--- config.mk ---
export PLATFORM = sky130hd
export DESIGN_NAME = mux_step_master_flat
export DESIGN_NICKNAME = d
export VERILOG_FILES = /design/src/rtl/mux_step_master_if.sv /design/src/rtl/mux_step_master.sv /design/src/flat_wrapper.sv
export SDC_FILE = /design/constraint.sdc
export NUM_CORES = 1
export LEC_CHECK = 0
export ABC_AREA = 1
export BUFFER_PORTS_ARGS = -buffer_cell sky130_fd_sc_hd__buf_2
export CAP_MARGIN = 40
export CORE_MARGIN = 5
export CORE_UTILIZATION = 48
export DETAILED_ROUTE_END_ITERATION = 8
export GPL_TIMING_DRIVEN = 0
export PLACE_DENSITY = 0.88
export SETUP_SLACK_MARGIN = 0.4
export SLEW_MARGIN = 20
export SYNTH_ARGS = -nofsm -noshare
export SYNTH_HDL_FRONTEND = slang
export SYNTH_SLANG_ARGS = --single-unit
export TNS_END_PERCENT = 30
--- constraint.sdc ---
create_clock -name wb_clk_i -period 2 [get_ports wb_clk_i]
set_input_delay 0.3 -clock wb_clk_i [delete_from_list [all_inputs] [get_ports wb_clk_i]]
set_output_delay 0.3 -clock wb_clk_i [all_outputs]
set_load 0.01 [all_outputs]
--- src/rtl/mux_step_master_if.sv ---
// mux_step_master_if: command/response handshake and Wishbone master bundle
// for the multiplexer single-step sequencer.
interface mux_step_master_if;
    logic        cmd_valid_i;
    logic        cmd_ready_o;
    logic [3:0]  cmd_addr_i;
    logic [7:0]  cmd_steps_i;
    logic [27:0] cmd_io_i;
    logic        rsp_valid_o;
    logic        rsp_ready_i;
    logic [27:0] rsp_data_o;
    logic        rsp_timeout_o;
    logic        busy_o;
    logic        wbm_cyc_o;
    logic        wbm_stb_o;
    logic        wbm_we_o;
    logic [31:0] wbm_adr_o;
    logic [31:0] wbm_dat_o;
    logic [3:0]  wbm_sel_o;
    logic [31:0] wbm_dat_i;
    logic        wbm_ack_i;
    modport master (
        input  cmd_valid_i, cmd_addr_i, cmd_steps_i, cmd_io_i, rsp_ready_i, wbm_dat_i, wbm_ack_i,
        output cmd_ready_o, rsp_valid_o, rsp_data_o, rsp_timeout_o, busy_o,
               wbm_cyc_o, wbm_stb_o, wbm_we_o, wbm_adr_o, wbm_dat_o, wbm_sel_o
    );
    modport slave (
        output cmd_valid_i, cmd_addr_i, cmd_steps_i, cmd_io_i, rsp_ready_i, wbm_dat_i, wbm_ack_i,
        input  cmd_ready_o, rsp_valid_o, rsp_data_o, rsp_timeout_o, busy_o,
               wbm_cyc_o, wbm_stb_o, wbm_we_o, wbm_adr_o, wbm_dat_o, wbm_sel_o
    );
endinterface

--- src/rtl/mux_step_master.sv ---
// mux_step_master: drives a design multiplexer over Wishbone -- loads IO, selects
// the design, single-steps its clock N times and reads back the design outputs.
module mux_step_master #(
    parameter logic [31:0] CTRL_ADR = 32'h3080_0000,
    parameter logic [31:0] IO_ADR   = 32'h3040_0000,
    parameter int unsigned TIMEOUT  = 16
) (
    input logic               wb_clk_i,
    input logic               wb_rst_n_i,
    mux_step_master_if.master bus
);
    typedef enum logic [2:0] {IDLE, WR_IO, WR_CTRL, CLK_HI, CLK_LO, RD_IO, RESP} state_t;
    state_t      state, state_n;
    logic [1:0]  rst_sync;
    logic        cyc, cyc_n;
    logic [7:0]  wdog, wdog_n;
    logic [7:0]  cnt, cnt_n;
    logic [3:0]  addr, addr_n;
    logic [27:0] io, io_n;
    logic [27:0] data, data_n;
    logic        tout, tout_n;
    logic        accept, ack, expired;
    logic [31:0] ctrl_word;

    // Release of reset is retimed so the first command waits two edges.
    always_ff @(posedge wb_clk_i or negedge wb_rst_n_i) begin
        if (!wb_rst_n_i) rst_sync <= 2'b00;
        else rst_sync <= {rst_sync[0], 1'b1};
    end

    always_ff @(posedge wb_clk_i or negedge wb_rst_n_i) begin
        if (!wb_rst_n_i) begin
            state <= IDLE;
            cyc   <= 1'b0;
            wdog  <= '0;
            cnt   <= '0;
            addr  <= '0;
            io    <= '0;
            data  <= '0;
            tout  <= 1'b0;
        end else begin
            state <= state_n;
            cyc   <= cyc_n;
            wdog  <= wdog_n;
            cnt   <= cnt_n;
            addr  <= addr_n;
            io    <= io_n;
            data  <= data_n;
            tout  <= tout_n;
        end
    end

    assign accept  = bus.cmd_valid_i & bus.cmd_ready_o;
    assign ack     = cyc & bus.wbm_ack_i;
    // A late ack on the last allowed cycle still wins over the watchdog.
    assign expired = cyc & ~ack & (wdog == 8'(TIMEOUT - 1));

    always_comb begin
        state_n = state;
        cyc_n   = cyc;
        wdog_n  = wdog;
        cnt_n   = cnt;
        addr_n  = addr;
        io_n    = io;
        data_n  = data;
        tout_n  = tout;
        case (state)
            IDLE: begin
                if (accept) begin
                    state_n = WR_IO;
                    addr_n  = bus.cmd_addr_i;
                    io_n    = bus.cmd_io_i;
                    cnt_n   = bus.cmd_steps_i;
                end
            end
            RESP: state_n = bus.rsp_ready_i ? IDLE : RESP;
            default: begin
                if (!cyc) begin
                    cyc_n  = 1'b1;
                    wdog_n = '0;
                end else if (ack) begin
                    cyc_n = 1'b0;
                    case (state)
                        WR_IO:   state_n = WR_CTRL;
                        WR_CTRL: state_n = (cnt == 8'd0) ? RD_IO : CLK_HI;
                        CLK_HI:  state_n = CLK_LO;
                        CLK_LO: begin
                            cnt_n   = cnt - 8'd1;
                            state_n = (cnt == 8'd1) ? RD_IO : CLK_HI;
                        end
                        default: begin
                            state_n = RESP;
                            data_n  = bus.wbm_dat_i[27:0];
                            tout_n  = 1'b0;
                        end
                    endcase
                end else if (expired) begin
                    cyc_n   = 1'b0;
                    state_n = RESP;
                    data_n  = '0;
                    tout_n  = 1'b1;
                end else begin
                    wdog_n = wdog + 8'd1;
                end
            end
        endcase
    end

    assign ctrl_word         = {24'h0, addr, state == CLK_HI, 3'b101};
    assign bus.cmd_ready_o   = (state == IDLE) & rst_sync[1];
    assign bus.busy_o        = state != IDLE;
    assign bus.rsp_valid_o   = state == RESP;
    assign bus.rsp_data_o    = data;
    assign bus.rsp_timeout_o = tout;
    assign bus.wbm_cyc_o     = cyc;
    assign bus.wbm_stb_o     = cyc;
    assign bus.wbm_we_o      = cyc & (state != RD_IO);
    assign bus.wbm_sel_o     = 4'hF;
    assign bus.wbm_adr_o     = !cyc ? 32'h0 : (state == WR_IO || state == RD_IO) ? IO_ADR : CTRL_ADR;
    assign bus.wbm_dat_o     = (!cyc || state == RD_IO) ? 32'h0 : (state == WR_IO) ? {4'h0, io} : ctrl_word;
endmodule

--- src/flat_wrapper.sv ---
// flat-port wrapper written by rule: the top's interface ports become plain ports
module mux_step_master_flat 
#(
    parameter logic [31:0] CTRL_ADR = 32'h3080_0000,
    parameter logic [31:0] IO_ADR   = 32'h3040_0000,
    parameter int unsigned TIMEOUT  = 16
)
  (wb_clk_i, wb_rst_n_i, bus_cmd_valid_i, bus_cmd_addr_i, bus_cmd_steps_i, bus_cmd_io_i, bus_rsp_ready_i, bus_wbm_dat_i, bus_wbm_ack_i, bus_cmd_ready_o, bus_rsp_valid_o, bus_rsp_data_o, bus_rsp_timeout_o, bus_busy_o, bus_wbm_cyc_o, bus_wbm_stb_o, bus_wbm_we_o, bus_wbm_adr_o, bus_wbm_dat_o, bus_wbm_sel_o);
  mux_step_master_if bus_i ();
  input logic wb_clk_i;
  input logic wb_rst_n_i;
  input wire logic [$bits(bus_i.cmd_valid_i)-1:0] bus_cmd_valid_i;
  input wire logic [$bits(bus_i.cmd_addr_i)-1:0] bus_cmd_addr_i;
  input wire logic [$bits(bus_i.cmd_steps_i)-1:0] bus_cmd_steps_i;
  input wire logic [$bits(bus_i.cmd_io_i)-1:0] bus_cmd_io_i;
  input wire logic [$bits(bus_i.rsp_ready_i)-1:0] bus_rsp_ready_i;
  input wire logic [$bits(bus_i.wbm_dat_i)-1:0] bus_wbm_dat_i;
  input wire logic [$bits(bus_i.wbm_ack_i)-1:0] bus_wbm_ack_i;
  output wire logic [$bits(bus_i.cmd_ready_o)-1:0] bus_cmd_ready_o;
  output wire logic [$bits(bus_i.rsp_valid_o)-1:0] bus_rsp_valid_o;
  output wire logic [$bits(bus_i.rsp_data_o)-1:0] bus_rsp_data_o;
  output wire logic [$bits(bus_i.rsp_timeout_o)-1:0] bus_rsp_timeout_o;
  output wire logic [$bits(bus_i.busy_o)-1:0] bus_busy_o;
  output wire logic [$bits(bus_i.wbm_cyc_o)-1:0] bus_wbm_cyc_o;
  output wire logic [$bits(bus_i.wbm_stb_o)-1:0] bus_wbm_stb_o;
  output wire logic [$bits(bus_i.wbm_we_o)-1:0] bus_wbm_we_o;
  output wire logic [$bits(bus_i.wbm_adr_o)-1:0] bus_wbm_adr_o;
  output wire logic [$bits(bus_i.wbm_dat_o)-1:0] bus_wbm_dat_o;
  output wire logic [$bits(bus_i.wbm_sel_o)-1:0] bus_wbm_sel_o;
  assign bus_i.cmd_valid_i = bus_cmd_valid_i;
  assign bus_i.cmd_addr_i = bus_cmd_addr_i;
  assign bus_i.cmd_steps_i = bus_cmd_steps_i;
  assign bus_i.cmd_io_i = bus_cmd_io_i;
  assign bus_i.rsp_ready_i = bus_rsp_ready_i;
  assign bus_i.wbm_dat_i = bus_wbm_dat_i;
  assign bus_i.wbm_ack_i = bus_wbm_ack_i;
  assign bus_cmd_ready_o = bus_i.cmd_ready_o;
  assign bus_rsp_valid_o = bus_i.rsp_valid_o;
  assign bus_rsp_data_o = bus_i.rsp_data_o;
  assign bus_rsp_timeout_o = bus_i.rsp_timeout_o;
  assign bus_busy_o = bus_i.busy_o;
  assign bus_wbm_cyc_o = bus_i.wbm_cyc_o;
  assign bus_wbm_stb_o = bus_i.wbm_stb_o;
  assign bus_wbm_we_o = bus_i.wbm_we_o;
  assign bus_wbm_adr_o = bus_i.wbm_adr_o;
  assign bus_wbm_dat_o = bus_i.wbm_dat_o;
  assign bus_wbm_sel_o = bus_i.wbm_sel_o;
  mux_step_master #(.CTRL_ADR(CTRL_ADR), .IO_ADR(IO_ADR), .TIMEOUT(TIMEOUT)) u_core (.wb_clk_i(wb_clk_i), .wb_rst_n_i(wb_rst_n_i), .bus(bus_i));
endmodule
After elaboration in Yosys (flattened, before gate mapping)
Cells that the tools add are included.
Widths: inputs -> output; s select.
- bitwise operators: 9
- $add $sub $neg: 2
- reduce and logical (&&, ||, !) cells: 19
- eq/ne operators: 13
- muxes and demuxes: 30
- operator list (kind ; count):
    $mux 28 ; 4
    $mux 32 ; 2
    $mux 8 ; 7
    $mux 24 ; 1
    $mux 3 ; 7
    $pmux 8 s2 ; 1
    $pmux 3 s4 ; 1
    $eq 3x3->1 const B ; 3
    $add 8x1->8 const B ; 1
    $eq 8x1->1 const B ; 1
    $eq 8x4->1 const B ; 1
    $logic_not 8->1 ; 1
    $reduce_bool 2->1 ; 4
    $sub 8x1->8 const B ; 1
    $and 1x1->1 ; 6
    $eq 3x2->1 const B ; 2
    $mux 1 ; 6
    $ne 2x2->1 const B ; 3
    $pmux 3 s2 ; 1
    $reduce_and 3->1 ; 2
    $reduce_bool 3->1 ; 2
    $reduce_and 5->1 ; 1
    $reduce_and 4->1 ; 1
    $reduce_bool 4->1 ; 1
    10 further kinds ; 13
- flip-flop bits (word level): 83
- bits of input ports: 77

Longest topological paths before layout
- depth in word-level cells: 8
- mapped depth: 12
- gate-level depth less buffers: 11

Least setup slack after synthesis
Ideal clock, no wire load.
- path kind: register to output
- from: register u_core.state[1]
- to: output bus_wbm_dat_o[10]
- slack: 0.287 ns
- stages on the path, launching flop included: 8
- buffers on the path: 2
- data required time: 1.700 ns
- arrival: 1.413 ns
- cells stage by stage: dfrtp_1 buf_4 nor2_1 inv_1 nor2_1 nand2_1 buf_2 nor2_1
- longest elaborated chain between the ends: 3
- elaborated cells between the ends (all ways): 5
- those cells by class: eq/ne: 2; mux: 2; reduce/logical: 1
- RTL lines (element ; line ; source):
    from (decl) ; mux_step_master.sv:13 ; state_t state, state_n;
    from (signal assigned) ; mux_step_master.sv:42 ; state <= state_n;
    $eq 3x1->1 / $eq 3x3->1 (equally long branches) ; mux_step_master.sv:120 ; assign bus.wbm_dat_o = (!cyc || state == RD_IO) ? 32'h0 : (state == WR_IO) ? {4'h0, io} : ctrl_word;
    $mux 28 / $logic_or 1x1->1 (equally long branches) ; mux_step_master.sv:120 ;
    $mux 32 (*) ; mux_step_master.sv:120 ;
    to (decl) ; flat_wrapper.sv:28 ; output wire logic [$bits(bus_i.wbm_dat_o)-1:0] bus_wbm_dat_o;
Mark *: on every way between the ends. The rest lies on a longest branch, timed or not.

Worst setup path after layout
- from: register u_core.state[0]
- to: output bus_wbm_dat_o[5]
Same word-level chain as after synthesis.

==> impl_results.md <==
- Outcome: complete, but fails checks
- Violated checks: negative setup slack
- Reg2Reg Depth: 9
- Die W: 104 um
- Fraction of layout cells with a size suffix above 1: 0.512
- Drt via density: 4.88
- WS Path Type: reg -> out
- Worst Setup End Kind: output pin
- Finished layout cell area: 6510 sq um
- Async SR Flop Fraction: 1.00
- CTS tree: yes
- Root Buffer: clkbuf_8
- Count of state elements after synthesis: 83
- Min Tclk post-route: 2000 ps
- Ports: 180
- Tcrit/Tclk final: 1.00
- CTS Buf Count: 9
- Syn_area_per_cell: 8.15 sq um
- Largest cells by area after synthesis: dfrtp_1 (49%), nand2_1 (13%), buf_4 (7.6%), nor2_1 (6.2%), a21oi_1 (4.0%)
- Slew margin rel.: 0.577
- Clock-pin slew on the worst setup and hold paths: ~80 ps
- Total core area: between 8000 and 9000 sq um
- Fmax: approximately 500 MHz
- GR Util All Layers: 0.203
- Area Growth Syn to Fin: 54.0%
- Post-DP HPWL: between 8000 and 9000 um
- Area of the multi-input gates: 2240 sq um
- Setup TNS: -0.700 ps
- Placer Congestion: 0.868
- Drt first pass iters: 5
- EDFF count, synth: 0
- TritonCTS sink count: 83
- Starting density of the core: 0.490
- Vias in the first global route: 4007
- Yosys cell types: 33
- Nets: 819
- Clk_skew: 13.2 ps
- H-tree Lvls: 3
- Seq/Total Area, Yosys: 0.491
- Cell count after synthesis: a little over 500
- Chip height: about 100 um
- Leak Pwr: 3.61 nW
- DRC errors left: 0
- RSZ-0062 raised after global routing: true
- Placed inst area: ~5200 sq um
- Synth area leader: dfrtp_1
- Final Max Tran Viols: 0
- Main flop type after synthesis: dfrtp_1
- RR Startpoint: u_core.state[1]
- Min Hold Slack: 141 ps
- Hold Path Class: in -> reg
- Via count: 4149
- Antenna Cells: 0
- Max Cap Viol: 0
- Yosys warnings: 0
- Slew @ Worst Pin: 635 ps
- Most frequent cells after synthesis: nand2_1 (148), dfrtp_1 (83), nor2_1 (70)
- Initial antenna violation count: 0
- Mapped Area: 4230 sq um
- Worst VDD drop: 0.000826 V
- Worst EP required: 1700 ps
- Global-route wire length before repair: ~18000 um
- Most common cell in the netlist: nand2_1
- Fill cell count: 593
- Final setup margin: -0.700 ps
- Worst r2r dst: u_core.io[2]
- Design Power: 0.00937 W
- Crit path launch: u_core.state[0]
- Register area: 2080 sq um
- Clock Latency Late Sink: 350 ps
- CTS Buffer Depth: 2
- Routed WL: 12500 um
- Final setup fails: 1
- Hold_sp: bus_wbm_dat_i[2]
- Crit-path max FO: 6
- GR Overflow Total: 0
- Core Rows: 34
- Largest net degree at the start of global routing: 51
- Total die area: 10800 sq um
- Pwr/cell area: 1440 nW/um^2
- CP arrival: 1700 ps
- IO buf count: 139
- R2R setup slack: 140 ps
- Number of hold violations in the final report: 0
- Iteration-0 DRC Markers: 122
- CP Launch Type: flip-flop
- Routed Antenna Nets: 0
- End point of the critical path: bus_wbm_dat_o[5]
- Yosys top cell area share: 0.491
- WL/cell: about 15 um
## layer usage
metal  vias to the layer above  GRT usage  routed length, um
met4                         0     0.0592                280
met1                      1961      0.244               4670
met2                       177      0.345               6500
li1                       1984          -                  -
met5                         -          0                  0
met3                        27     0.0695               1060
## worst max-delay path, cell delays in order, from the launching register on
cell	delay [ps]
dfrtp_1	420
inv_4	90
nor2_4	40
buf_4	130
buf_6	120
a21oi_4	170
inv_4	80
a21oi_2	140
buf_2	160
## power breakdown
group          internal [W]  switching (W)
Combinational       0.00231        0.00283
Clock              0.000696       0.000599
Sequential          0.00242       0.000513
## sequential cells by signal (all words and copies together) (netlist names)
register and cells:
u_core.bus.rsp_data_o 28, u_core.wdog 8, u_core.bus.rsp_timeout_o 1, u_core.io 28
u_core.rst_sync 2, u_core.cnt 8, u_core.addr 4, u_core.bus.wbm_cyc_o 1
u_core.state 3
## worst min-delay path by stage
stage	depth (start not counted)	to
2_1_floorplan	0	u_core.addr[0]
3_3_place_gp	0	u_core.rst_sync[1]
3_5_place_dp	0	u_core.rst_sync[1]
4_1_cts	3	u_core.bus.rsp_data_o[2]
5_1_grt	3	u_core.bus.rsp_data_o[2]
6_report	3	u_core.bus.rsp_data_o[2]
## cells by family after synthesis
logic type      count (synthesis)  synth area share
buf+inv                       105             0.138
mux                            11            0.0293
simple gates                  248             0.240
fa+ha+maj                       4            0.0118
other cells                     2           0.00178
compound gates                 62            0.0796
flops                          83             0.491
xor+xnor                        4           0.00829
## cell usage in the layout (no fill, tap or decap), drive strengths merged
master | synthesis | routed
buf | 54 | 227
nand2 | 150 | 150
dfrtp | 83 | 83
nor2 | 71 | 71
inv | 49 | 49
conb | 2 | 37
a21oi | 34 | 34
nand3 | 17 | 17
o21ai | 17 | 17
mux2 | 11 | 11
clkbuf | 2 | 11
nor3 | 7 | 7
o31ai | 5 | 5
ha | 4 | 4
xor2 | 3 | 3
clkinv | 0 | 3
o22ai | 2 | 2
or2 | 2 | 2
bufinv | 0 | 2
a21o | 1 | 1
o221ai | 1 | 1
o211ai | 1 | 1
xnor2 | 1 | 1
nand3b | 1 | 1
o21a | 1 | 1
dlygate4sd3 | 0 | 1
## repair_timing
item | in CTS | in global routing
endpoints found under the setup margin | 78 | 102
hold endpoints to repair | 42 | 0
hold buffers | 1 | 0
setup buffers | 7 | 22
resized for setup | 45 | 186
gates cloned | 2 | 1
pin swaps | 3 | 53
## area by class of cell
type | count | area share
sequential | 83 | 0.319
clock buffer | 10 | 0.0196
timing repair buffer | 173 | 0.172
inverter | 49 | 0.0313
buffer | 56 | 0.0802
tap | 108 | 0.0208
clock inverter | 5 | 0.0121
multi-input combinational | 366 | 0.345
## metrics by stage
step | utilization | std cells | setup WS (ps)
after floorplan | - | 554 | 402
after global placement | 0.604 | 801 | 28.8
after detailed placement | 0.607 | 802 | 179
after CTS | 0.662 | 827 | 64.4
after global routing | 0.754 | 850 | -28.9
final | 0.754 | 850 | -0.700
(Power assumes the default switching activity.)
